<file path="src/rtl/alu_operand_fetch.sv">
// LC-3 decode/operand-fetch stage: register file, pending-write scoreboard and a
// registered operand token for the ALU. Define ALU_OF_BYPASS_EN to forward wb_data.
module alu_operand_fetch #(
    parameter int unsigned DATA_W = 16
) (
    input  logic              clk,
    input  logic              rst,
    input  logic              in_valid,
    output logic              in_ready,
    input  logic [15:0]       instr,
    input  logic              wb_en,
    input  logic [2:0]        wb_addr,
    input  logic [DATA_W-1:0] wb_data,
    output logic              out_valid,
    input  logic              out_ready,
    output logic [DATA_W-1:0] out_a,
    output logic [DATA_W-1:0] out_b,
    output logic [2:0]        out_ctrl,
    output logic [2:0]        out_dr,
    output logic              illegal
);

    localparam int unsigned NREG = 8;

    logic [NREG-1:0][DATA_W-1:0] rf_q, rf_d;
    logic [NREG-1:0]             pend_q, pend_d;
    logic                        out_valid_q, out_valid_d;
    logic [DATA_W-1:0]           out_a_q, out_a_d, out_b_q, out_b_d;
    logic [2:0]                  out_ctrl_q, out_ctrl_d, out_dr_q, out_dr_d;
    logic                        illegal_q, illegal_d;

    logic [2:0]        dr, sr1, sr2, ctrl;
    logic              is_alu, use_sr2, use_imm, b_zero;
    logic [DATA_W-1:0] imm_sext, src1_val, src2_val, opb;
    logic [NREG-1:0]   wb_mask, pend_eff;
    logic              hazard, accept;

    // Instruction decode
    always_comb begin
        dr       = instr[11:9];
        sr1      = instr[8:6];
        sr2      = instr[2:0];
        imm_sext = DATA_W'($signed(instr[4:0]));
        is_alu   = 1'b0;
        use_sr2  = 1'b0;
        use_imm  = 1'b0;
        b_zero   = 1'b0;
        ctrl     = 3'b000;
        case (instr[15:12])
            4'b0001, 4'b0101: begin
                is_alu  = 1'b1;
                ctrl    = (instr[15:12] == 4'b0001) ? 3'b000 : 3'b001;
                use_imm = instr[5];
                use_sr2 = !instr[5];
            end
            4'b1001: begin
                is_alu = 1'b1;
                ctrl   = 3'b010;
                b_zero = 1'b1;
            end
            4'b1101: begin
                if (!instr[5]) begin
                    case (instr[4:3])
                        2'b00: begin is_alu = 1'b1; ctrl = 3'b100; use_sr2 = 1'b1; end
                        2'b01: begin is_alu = 1'b1; ctrl = 3'b110; b_zero = 1'b1; end
                        2'b10: begin is_alu = 1'b1; ctrl = 3'b101; b_zero = 1'b1; end
                        default: ;
                    endcase
                end
            end
            default: ;
        endcase
    end

    // Scoreboard view and operand read; with bypass a same-cycle writeback resolves its hazard
    always_comb begin
        wb_mask  = wb_en ? (NREG'(1) << wb_addr) : '0;
        src1_val = rf_q[sr1];
        src2_val = rf_q[sr2];
`ifdef ALU_OF_BYPASS_EN
        pend_eff = pend_q & ~wb_mask;
        if (wb_en && (wb_addr == sr1)) src1_val = wb_data;
        if (wb_en && (wb_addr == sr2)) src2_val = wb_data;
`else
        pend_eff = pend_q;
`endif
        opb      = use_imm ? imm_sext : (b_zero ? '0 : src2_val);
        hazard   = in_valid && is_alu &&
                   (pend_eff[sr1] || (use_sr2 && pend_eff[sr2]) || pend_eff[dr]);
        in_ready = (!out_valid_q || out_ready) && !hazard;
        accept   = in_valid && in_ready;
    end

    // Next state: register file, scoreboard (set beats clear) and output token
    always_comb begin
        rf_d        = rf_q;
        pend_d      = pend_q & ~wb_mask;
        out_valid_d = out_valid_q;
        out_a_d     = out_a_q;
        out_b_d     = out_b_q;
        out_ctrl_d  = out_ctrl_q;
        out_dr_d    = out_dr_q;
        illegal_d   = 1'b0;
        if (wb_en) rf_d[wb_addr] = wb_data;
        if (accept) begin
            if (is_alu) begin
                out_valid_d = 1'b1;
                out_a_d     = src1_val;
                out_b_d     = opb;
                out_ctrl_d  = ctrl;
                out_dr_d    = dr;
                pend_d[dr]  = 1'b1;
            end else begin
                out_valid_d = 1'b0;
                illegal_d   = 1'b1;
            end
        end else if (out_ready) begin
            out_valid_d = 1'b0;
        end
    end

    always_ff @(posedge clk or posedge rst) begin
        if (rst) begin
            rf_q        <= '0;
            pend_q      <= '0;
            out_valid_q <= 1'b0;
            out_a_q     <= '0;
            out_b_q     <= '0;
            out_ctrl_q  <= 3'b000;
            out_dr_q    <= 3'b000;
            illegal_q   <= 1'b0;
        end else begin
            rf_q        <= rf_d;
            pend_q      <= pend_d;
            out_valid_q <= out_valid_d;
            out_a_q     <= out_a_d;
            out_b_q     <= out_b_d;
            out_ctrl_q  <= out_ctrl_d;
            out_dr_q    <= out_dr_d;
            illegal_q   <= illegal_d;
        end
    end

    assign out_valid = out_valid_q;
    assign out_a     = out_a_q;
    assign out_b     = out_b_q;
    assign out_ctrl  = out_ctrl_q;
    assign out_dr    = out_dr_q;
    assign illegal   = illegal_q;

endmodule

</file>
<file path="config.mk">
export PLATFORM = sky130hd
export DESIGN_NAME = alu_operand_fetch
export DESIGN_NICKNAME = d
export VERILOG_FILES = /design/src/rtl/alu_operand_fetch.sv
export SDC_FILE = /design/constraint.sdc
export NUM_CORES = 1
export LEC_CHECK = 0
export BUFFER_PORTS_ARGS = -buffer_cell sky130_fd_sc_hd__clkbuf_2
export CAP_MARGIN = 40
export CORE_MARGIN = 5
export CORE_UTILIZATION = 54
export CTS_BUF_LIST = sky130_fd_sc_hd__clkbuf_16
export CTS_CLUSTER_DIAMETER = 120
export DETAILED_ROUTE_END_ITERATION = 8
export PLACE_DENSITY = 0.76
export SLEW_MARGIN = 10
export SYNTH_ARGS = -nofsm -noshare
export SYNTH_HDL_FRONTEND = slang
export SYNTH_SLANG_ARGS = --single-unit
</file>
<file path="constraint.sdc">
create_clock -name clk -period 6.32 [get_ports clk]
set_input_delay 1.264 -clock clk [delete_from_list [all_inputs] [get_ports clk]]
set_output_delay 1.264 -clock clk [all_outputs]
set_load 0.03 [all_outputs]
</file>
==> results.sh, run 1 <==
export IMPL_yosysWarnings=0
export IMPL_reg2reg_to="out_b[11]$_DFFE_PP0P_"
export IMPL_syn_nets=612
export IMPL_fin_nets=688
export IMPL_multiInputGateArea_sq_um=4293
export IMPL_die_y_microns=138.5
export IMPL_cp_arrival_ns=2.90
export IMPL_synthFlopType="dfrtp_1"
export IMPL_firstDrtPassIters=5
export IMPL_slew_violations=0
export IMPL_holdBufCountCts=0
export IMPL_hold_path_class="reg -> reg"
export IMPL_setup_viol=0
export IMPL_crit_slowest_cell="clkbuf_2"
export IMPL_drc=0
export IMPL_max_stage_delay_ns=0.54
export IMPL_fin_crit_sh_pct=65.96
export IMPL_min_to="out_a[0]$_DFFE_PP0P_"
export IMPL_cp_start_kind="input pin"
export IMPL_drt_first_iter_violations=340
export IMPL_globalplace_congestion=0.8041
export IMPL_final_setup_tns_ns=0
export IMPL_avgSynthCellArea_sq_um=15.70
export IMPL_synthToLayoutAreaGrowth_pct=14.58
export IMPL_vias=5475
export IMPL_grt_pass1_vias=6210
export IMPL_worstMarginPinSlew_ns=0.8653
export IMPL_worst_r2r_path_depth=6
export IMPL_insertion_delay_ns=0.42
export IMPL_crit_type="in -> out"
export IMPL_maxCapViolations=0
export IMPL_numPortBuffers=80
export IMPL_die_area_sq_um=19180
export IMPL_skew_ns=0.009304
export IMPL_async_flop_share_pct=100.0
export IMPL_wl_per_cell_microns=23.42
export IMPL_worst_path_buf_inv=2
export IMPL_hpwl_microns=13270
export IMPL_worst_path_max_fanout=18
export IMPL_grt_usage_pct=22.58
export IMPL_ys_types=34
export IMPL_syn_inst=568
export IMPL_relSlewSlack_pct=42.31
export IMPL_grt_pass1_wl_microns=34210
export IMPL_cts_buffers=17
export IMPL_cts_resized=0
export IMPL_ctsLongestPathBuffers=2
export IMPL_ant_nets=0
export IMPL_synth_top_cell_by_area="dfrtp_1"
export IMPL_core_area_sq_um=16410
export IMPL_crit_family="buffers and inverters"
export IMPL_r2r_slack_ns=3.35
export IMPL_leakagePower_nw=4.378
export IMPL_netlist_area_sq_um=8917
export IMPL_cts_setup_buffers=0
export IMPL_grt_max_degree=67
export IMPL_peakVddDrop_uv=196.3
export IMPL_crit_path_end_kind="output pin"
export IMPL_crit_chain="clkbuf_2 -> mux4_2 -> mux2i_1 -> o211ai_1 -> a31oi_1 -> clkbuf_2"
export IMPL_ys_seq_area_share_pct=49.39
export IMPL_rows=47
export IMPL_die_x_microns=138.5
export IMPL_grt_antenna_before_repair=0
export IMPL_fin_crit_ns=4.169
export IMPL_post_synth_top_area_fraction_pct=49.39
export IMPL_yosys_register_bits=176
export IMPL_grt_remaining_overflow=0
export IMPL_final_common_cell="dfrtp_1"
export IMPL_rsz0062_at_grt="no"
export IMPL_cp_depth=6
export IMPL_r2r_start="pend_eff[7]$_DFF_PP0_"
export IMPL_path_common_cell="clkbuf_2"
export IMPL_start_util_pct=54.35
export IMPL_worstHoldStart="out_a[0]$_DFFE_PP0P_"
export IMPL_cts_sinks=176
export IMPL_avgViaCountPerCell=6.236
export IMPL_routed_wl_microns=20560
export IMPL_regArea_sq_um=4404
export IMPL_tritoncts="yes"
export IMPL_critPathRequiredTime_ns=5.06
export IMPL_drive_gt1_share_pct=55.25
export IMPL_ioPinCount=81
export IMPL_clockRootBuffer="clkbuf_16"
export IMPL_run_status="finished, final reports clean"
export IMPL_utilization_pct=62.27
export IMPL_min_delay_path_depth=1
export IMPL_synth_edff_count=0
export IMPL_layout_common_cells="dfrtp_1, mux2_2, clkbuf_2"
export IMPL_clkTransAtPathRegs_ns=0.06
export IMPL_fillCellCount=1201
export IMPL_hold_violations=0
export IMPL_h_tree_depth=4
export IMPL_total_power_mw=3.741
export IMPL_max_freq_ghz=0.2399
export IMPL_synth_area_top_cells="dfrtp_1, mux2_2, mux4_2, mux2_1, mux2i_1"
export IMPL_power_density_nw_per_um2=366.1
## per-layer routing
layer / track usage (%) / share of wire, %
met2: 37.95 / 52
met3: 5.283 / 5.4
met4: 7.540 / 2.0
met5: 0 / 0
met1: 29.22 / 40
## stage by stage
| stage | setup WS (ns) | instances | area, sq um | hold WS [ns] |
|---|---|---|---|---|
| finish | 2.151 | 878 | 10220 | 0.4837 |
| global route | 2.063 | 877 | 10210 | 0.5025 |
| CTS | 2.140 | 877 | 10210 | 0.4881 |
| detailed placement | 2.000 | 845 | 9619 | 0.4735 |
| global placement | 1.675 | 840 | 9502 | 0.4668 |
| floorplan | 0.2824 | 568 | 8917 | 0.4911 |
## cells in the mapped netlist (2+ instances only)
cell type,number
a22o_1,2
a31oi_1,2
a32o_1,8
and2_1,3
buf_1,2
buf_2,9
buf_6,3
clkbuf_1,24
dfrtp_1,176
ha_1,4
inv_1,11
mux2_1,21
mux2_2,161
mux2i_1,17
mux4_2,70
nand2_1,7
nand2b_1,2
nand3_1,3
nor2_1,3
nor2b_1,8
nor3_1,2
nor3b_1,2
o21ai_0,15
o21bai_1,2
or2_2,2
## cell type report
type	count	share of cell area, %
multi-input cells	342	42.02
clock inverters	15	1.665
flip-flops and latches	176	43.11
well taps	220	2.694
repair buffers	96	5.878
clock buffers	17	4.164
diodes	1	0.02449
inverters	11	0.4531
## sequential cells by signal, summed over array words and instances, names as in the netlist
signal,flops
rf_q,128
out_a,16
out_b,16
pend_eff,8
out_ctrl,3
out_dr,3
illegal,1
out_valid,1
## report_power, final
part	switching, mW	internal, mW	leakage (nW)
sequential	0.203	1.43	2.14
combinational	0.530	0.524	1.96
clock	0.435	0.619	0.278
total	1.17	2.57	4.38
## cell families (layout without fill, tap and decap cells)
logic type      after synthesis  in the layout  share of synthesized area (%)
other cells                   0              1                              0
mux                         269            269                          42.57
compound gates               33             33                          2.610
buf+inv                      50            139                          2.526
simple gates                 36             36                          2.343
fa+ha+maj                     4              4                         0.5613
flops                       176            176                          49.39
## worst max path at each step
stage	start	end	slack (ns)
floorplan	rst	illegal$_DFF_PP0_	0.28
global placement	instr[1]	out_a[15]$_DFFE_PP0P_	1.68
detailed placement	instr[8]	out_b[11]$_DFFE_PP0P_	2.00
CTS	instr[8]	in_ready	2.14
global route	instr[8]	in_ready	2.06
finish	instr[8]	in_ready	2.15
Note: power is estimated with default switching activity, not from simulation.
==> run 2, diff against run 1 <==
--- a/config.mk
+++ b/config.mk
@@ -5,6 +5,7 @@
 export SDC_FILE = /design/constraint.sdc
 export NUM_CORES = 1
 export LEC_CHECK = 0
+export ABC_AREA = 1
 export BUFFER_PORTS_ARGS = -buffer_cell sky130_fd_sc_hd__clkbuf_2
 export CAP_MARGIN = 40
 export CORE_MARGIN = 5
==> constraint.sdc (replaced) <==
create_clock -name clk -period 3.3 [get_ports clk]
set_input_delay 0.66 -clock clk [delete_from_list [all_inputs] [get_ports clk]]
set_output_delay 0.66 -clock clk [all_outputs]
set_load 0.03 [all_outputs]
==> run 2 against run 1 <==
Compared with the run above:
- clock skew decreased by 0.0030 ns
- clock power increased by 90%
- setup slack got worse by 1.5 ns
- sequential power increased by 79%
- cell area increased by 2.9%
- non-clock buffer count increased by 13
- combinational power increased by 53%
- critical path type unchanged
- highest routed layer unchanged
==> results.sh, run 2 <==
export IMPL_run_status="finished, final reports clean"
export IMPL_core_area_sq_um=17240
export IMPL_hold_path_class="in -> async"
export IMPL_tritoncts="yes"
export IMPL_synthFlopType="dfrtp_1"
export IMPL_post_synth_top_area_fraction_pct=46.57
export IMPL_syn_nets=1367
export IMPL_avgViaCountPerCell=5.811
export IMPL_maxCapViolations=0
export IMPL_fillCellCount=1571
export IMPL_cts_setup_buffers=0
export IMPL_die_y_microns=142.3
export IMPL_globalplace_congestion=0.9070
export IMPL_wl_met3_microns=2582
export IMPL_final_common_cell="nand2_1"
export IMPL_critPathRequiredTime_ns=2.64
export IMPL_top_register="rf_q"
export IMPL_routed_wl_microns=28180
export IMPL_hold_violations=0
export IMPL_skew_ns=0.006340
export IMPL_regArea_sq_um=4404
export IMPL_netlist_area_sq_um=9458
export IMPL_cp_start_kind="input pin"
export IMPL_ioPinCount=81
export IMPL_ant_nets=0
export IMPL_power_density_nw_per_um2=620.1
export IMPL_vias=9274
export IMPL_insertedDiodeCount=0
export IMPL_synthMostInstantiatedCell="nand2_1"
export IMPL_die_x_microns=142.3
export IMPL_cts_buffers=17
export IMPL_ys_types=27
export IMPL_insertion_delay_ns=0.44
export IMPL_grt_max_degree=79
export IMPL_slew_violations=0
export IMPL_wl_met1_microns=11840
export IMPL_leakagePower_nw=5.344
export IMPL_yosys_register_bits=176
export IMPL_layout_common_cells="nand2_1, o21ai_0, dfrtp_1"
export IMPL_crit_path_end_kind="output pin"
export IMPL_crit_type="in -> out"
export IMPL_synth_edff_count=0
export IMPL_synth_area_top_cells="dfrtp_1, nand2_1, o21ai_0, nand3_1, nand4_1"
export IMPL_fin_crit_ns=2.640
export IMPL_grt_usage_pct=28.43
export IMPL_largest_reg_flops=128
export IMPL_fin_crit_sh_pct=80.00
export IMPL_top_layer_used="met4"
export IMPL_drt_first_iter_violations=1042
export IMPL_firstDrtPassIters=6
export IMPL_synthToLayoutAreaGrowth_pct=11.17
export IMPL_met2_length_microns=12570
export IMPL_wl_per_cell_microns=17.65
export IMPL_grt_remaining_overflow=0
export IMPL_relSlewSlack_pct=54.28
export IMPL_drive_gt1_share_pct=11.16
export IMPL_numPortBuffers=80
export IMPL_grt_antenna_before_repair=0
export IMPL_grt_pass1_wl_microns=46000
export IMPL_die_area_sq_um=20260
export IMPL_setup_viol=0
export IMPL_ys_top_cells_by_count="nand2_1, o21ai_0, dfrtp_1"
export IMPL_fin_nets=1402
export IMPL_rows=48
export IMPL_worst_path_max_fanout=18
export IMPL_syn_inst=1323
export IMPL_peakVddDrop_uv=401.4
export IMPL_yosysWarnings=0
export IMPL_drc=0
export IMPL_clockRootBuffer="clkbuf_16"
export IMPL_ys_seq_area_share_pct=46.57
export IMPL_holdBufCountCts=0
export IMPL_h_tree_depth=4
export IMPL_ctsLongestPathBuffers=2
export IMPL_place_ws_ns=0.7143
export IMPL_rsz0062_at_grt="no"
export IMPL_start_util_pct=54.87
export IMPL_cts_resized=0
export IMPL_synth_top_cell_by_area="dfrtp_1"
export IMPL_hpwl_microns=17620
export IMPL_final_setup_tns_ns=0
export IMPL_async_flop_share_pct=100.0
export IMPL_grt_pass1_vias=8668
export IMPL_clkTransAtPathRegs_ns=0.07
export IMPL_layout_setup_ws_ns=0.6599
export IMPL_cts_sinks=176
export IMPL_multiInputGateArea_sq_um=4375
export IMPL_avgSynthCellArea_sq_um=7.149
export IMPL_max_freq_ghz=0.3788
export IMPL_worstMarginPinSlew_ns=0.6858
export IMPL_cp_arrival_ns=1.98
## run 2: changes by cell type after synthesis, sizes merged, moves of 28 or more
| cell | previous run | this run |
|---|---|---|
| buf | 15 | 43 |
| inv | 11 | 63 |
| nand3 | 3 | 102 |
| nand2 | 7 | 517 |
| nand4 | 1 | 40 |
| nor2 | 3 | 59 |
| mux4 | 70 | 0 |
| o21ai | 15 | 223 |
| mux2 | 182 | 0 |
## run 2: final timing paths
path	from	end	slack, ns	cells past startpoint
setup reg to reg	pend_eff[7]$_DFF_PP0_	out_a[5]$_DFFE_PP0P_	1.52	9
min in group clk	wb_data[4]	rf_q[116]$_DFFE_PP0P_	0.45	3
setup / recovery	instr[8]	in_ready	0.66	9
hold / removal	rst	out_a[11]$_DFFE_PP0P_	0.31	2
hold reg to reg	out_dr[1]$_DFFE_PP0P_	out_dr[1]$_DFFE_PP0P_	0.48	2
max in group asynchronous	rst	rf_q[32]$_DFFE_PP0P_	2.16	3
## run 2: cells by family after synthesis
logic type	count (synthesis)	synth area share (%)
AND/OR/NAND/NOR	723	31.47
AO/OA/AOI/OAI	264	14.23
flip-flops	176	46.57
buffers and inverters	156	7.197
adder cells (fa/ha/maj)	4	0.5292
## run 2: routing by layer
layer,vias up,GRT usage [%]
met4,0,12.51
li1,4398,-
met1,4300,39.03
met5,-,0
met2,485,44.25
met3,91,5.444
## run 2: area by class of cell
cell class	count	area share [%]
Clock buffer	17	4.046
Clock inverter	15	1.369
Inverter	63	2.285
Multi-Input combinational cell	991	41.62
Sequential cell	176	41.89
Tap cell	225	2.678
Timing Repair Buffer	109	6.117
## run 2: metrics by stage
stage	cells	total power, mW	hold WS, ns	area (sq um)	utilization [%]
4_1_cts	1596	6.524	0.3236	10510	61.00
5_1_grt	1596	6.883	0.3571	10510	61.00
6_report	1596	6.520	0.3093	10510	61.00
2_1_floorplan	1323	4.041	0.4530	9462	-
3_3_place_gp	1564	4.495	0.4626	9945	57.69
3_5_place_dp	1564	4.546	0.4665	9945	57.69
## run 2: critical path, stage by stage
cell	delay [ns]
clkbuf_2	0.41
inv_2	0.07
nand3_1	0.11
and2_1	0.15
nand2_2	0.07
nor2_4	0.08
inv_1	0.04
a21oi_1	0.15
clkbuf_2	0.24
## run 2: where the power goes
group	internal (mW)	total [mW]	switching, mW
logic	0.514	1.61	1.10
registers	2.60	2.92	0.313
clock network	1.11	1.99	0.878
==> run 3, diff against run 2 <==
--- a/config.mk
+++ b/config.mk
@@ -9,11 +9,11 @@
 export BUFFER_PORTS_ARGS = -buffer_cell sky130_fd_sc_hd__clkbuf_2
 export CAP_MARGIN = 40
 export CORE_MARGIN = 5
-export CORE_UTILIZATION = 54
+export CORE_UTILIZATION = 55
 export CTS_BUF_LIST = sky130_fd_sc_hd__clkbuf_16
 export CTS_CLUSTER_DIAMETER = 120
 export DETAILED_ROUTE_END_ITERATION = 8
-export PLACE_DENSITY = 0.76
+export PLACE_DENSITY = 0.74
 export SLEW_MARGIN = 10
 export SYNTH_ARGS = -nofsm -noshare
 export SYNTH_HDL_FRONTEND = slang
==> constraint.sdc (replaced) <==
create_clock -name clk -period 2.5 [get_ports clk]
set_input_delay 0.5 -clock clk [delete_from_list [all_inputs] [get_ports clk]]
set_output_delay 0.5 -clock clk [all_outputs]
set_load 0.03 [all_outputs]
==> run 3 against run 2 <==
Compared with the run above:
- non-clock buffer count rose by 3
- sequential power rose by 32%
- setup slack got worse by 0.50 ns
- combinational power rose by 34%
- first-iteration DRC count rose by 2.7%
- global-route usage rose by 1.4 points
- die area fell by 1.7%
- sequential share of layout area fell by 0.33 points
- count of clock-buffer cells in the layout did not move
- critical path depth did not move
==> results.sh, run 3 (same netlist as run 2, synthesis figures left out) <==
export IMPL_final_common_cell="nand2_1"
export IMPL_multiInputGateArea_sq_um=4379
export IMPL_drive_gt1_share_pct=11.15
export IMPL_cts_sinks=176
export IMPL_grt_pass1_vias=8905
export IMPL_ctsLongestPathBuffers=2
export IMPL_peakVddDrop_uv=529.7
export IMPL_die_area_sq_um=19920
export IMPL_ant_nets=0
export IMPL_stdcell_area_sq_um=10600
export IMPL_regArea_sq_um=4404
export IMPL_hold_slack_ns=0.09749
export IMPL_worst_r2r_path_depth=9
export IMPL_max_freq_ghz=0.4273
export IMPL_crit_type="reg -> out"
export IMPL_maxCapViolations=0
export IMPL_place_area_sq_um=10040
export IMPL_drc=0
export IMPL_die_y_microns=141.1
export IMPL_power_density_nw_per_um2=807.5
export IMPL_skew_ns=0.005386
export IMPL_slew_violations=0
export IMPL_clkTransAtPathRegs_ns=0.06
export IMPL_die_x_microns=141.1
export IMPL_vias=9468
export IMPL_layout_common_cells="nand2_1, o21ai_0, dfrtp_1"
export IMPL_insertedDiodeCount=0
export IMPL_grt_usage_pct=29.80
export IMPL_globalplace_congestion=0.8985
export IMPL_setup_viol=0
export IMPL_grt_antenna_before_repair=0
export IMPL_grt_max_degree=80
export IMPL_core_area_sq_um=17060
export IMPL_worstMarginPinSlew_ns=0.5195
export IMPL_rsz0062_at_grt="no"
export IMPL_relSlewSlack_pct=65.30
export IMPL_grt_remaining_overflow=0
export IMPL_layout_setup_ws_ns=0.1598
export IMPL_start_util_pct=55.45
export IMPL_top_register="rf_q"
export IMPL_crit_path_end_kind="output pin"
export IMPL_fin_nets=1405
export IMPL_fillCellCount=1585
export IMPL_clockRootBuffer="clkbuf_16"
export IMPL_grt_pass1_wl_microns=46840
export IMPL_leakagePower_nw=5.384
export IMPL_crit_chain="nand2_1 -> nand3_1 -> nand3_1 -> and2_1 -> nand2_2 -> nor2_4 -> inv_1 -> a21oi_2 -> buf_4"
export IMPL_hold_violations=0
export IMPL_ioPinCount=81
export IMPL_run_status="finished, final reports clean"
export IMPL_cts_buffers=17
export IMPL_routed_wl_microns=28990
export IMPL_numPortBuffers=80
export IMPL_avgViaCountPerCell=5.929
export IMPL_hold_path_class="in -> async"
export IMPL_path_common_cell="nand3_1"
export IMPL_fin_crit_sh_pct=93.61
export IMPL_worst_path_max_fanout=4
export IMPL_wl_per_cell_microns=18.15
export IMPL_rows=48
export IMPL_max_stage_delay_ns=0.43
export IMPL_firstDrtPassIters=6
export IMPL_insertion_delay_ns=0.43
export IMPL_total_power_mw=8.556
export IMPL_tritoncts="yes"
export IMPL_largest_reg_flops=128
export IMPL_h_tree_depth=4
export IMPL_hpwl_microns=17880
export IMPL_crit_slowest_cell="dfrtp_1"
export IMPL_holdBufCountCts=0
export IMPL_drt_first_iter_violations=1070
export IMPL_cp_arrival_ns=1.84
export IMPL_critPathRequiredTime_ns=2.00
export IMPL_cp_start_kind="register"
export IMPL_fin_crit_ns=2.340
export IMPL_synthToLayoutAreaGrowth_pct=12.04
export IMPL_place_ws_ns=0.1437
## run 3: changes by cell type in the layout (fill, tap and decap cells not counted), moves of 2 or more
cell	previous run	this run
buf_12	2	8
clkinvlp_4	4	2
buf_4	27	25
clkinv_1	2	4
## run 3: critical path, delay by kind of cell (launching register included)
kind                   cells  cell delay, ns
AOI/OAI and AO/OA          1            0.14
buffers and inverters      2            0.23
DFF                        1            0.43
and+or+nand+nor            6            0.60
## run 3: timing repair
| item | CTS | global route |
|---|---|---|
| buffers inserted | 0 | 0 |
| resized for setup | 0 | 4 |
| setup endpoints to repair | 0 | 1 |
## run 3: path summary, 6_finish.rpt
kind | startpoint | to | slack (ns)
setup / recovery | pend_eff[7]$_DFF_PP0_ | in_ready | 0.16
min in group clk | wb_data[7] | rf_q[119]$_DFFE_PP0P_ | 0.29
max in group asynchronous | rst | rf_q[41]$_DFFE_PP0P_ | 1.64
hold reg to reg | out_dr[2]$_DFFE_PP0P_ | out_dr[2]$_DFFE_PP0P_ | 0.48
setup reg to reg | pend_eff[7]$_DFF_PP0_ | out_b[6]$_DFFE_PP0P_ | 0.73
hold / removal | rst | out_a[12]$_DFFE_PP0P_ | 0.1
## run 3: where the power goes
group	switching, mW	internal [mW]	total [mW]
Combinational	1.47	0.695	2.16
Sequential	0.417	3.44	3.86
Clock	1.09	1.44	2.54
## run 3: cell type report
cell class / count / share of cell area (%)
inverters: 63 / 2.267
flip-flops and latches: 176 / 41.56
clock inverters: 13 / 1.157
multi-input cells: 991 / 41.33
clock buffers: 17 / 4.015
well taps: 225 / 2.657
repair buffers: 112 / 7.014
## run 3: through the flow
stage / instances / utilization (%) / TNS, ns
5_1_grt: 1597 / 62.13 / 0
6_report: 1597 / 62.13 / 0
2_1_floorplan: 1323 / - / -44.46
3_3_place_gp: 1567 / 58.88 / 0
3_5_place_dp: 1567 / 58.88 / 0
4_1_cts: 1597 / 62.09 / 0
## run 3: metal layers
metal | track usage [%] | routed length (microns)
met2 | 46.07 | 12980
met1 | 39.64 | 11460
met3 | 6.242 | 3147
met4 | 15.55 | 1397
met5 | 0 | 0
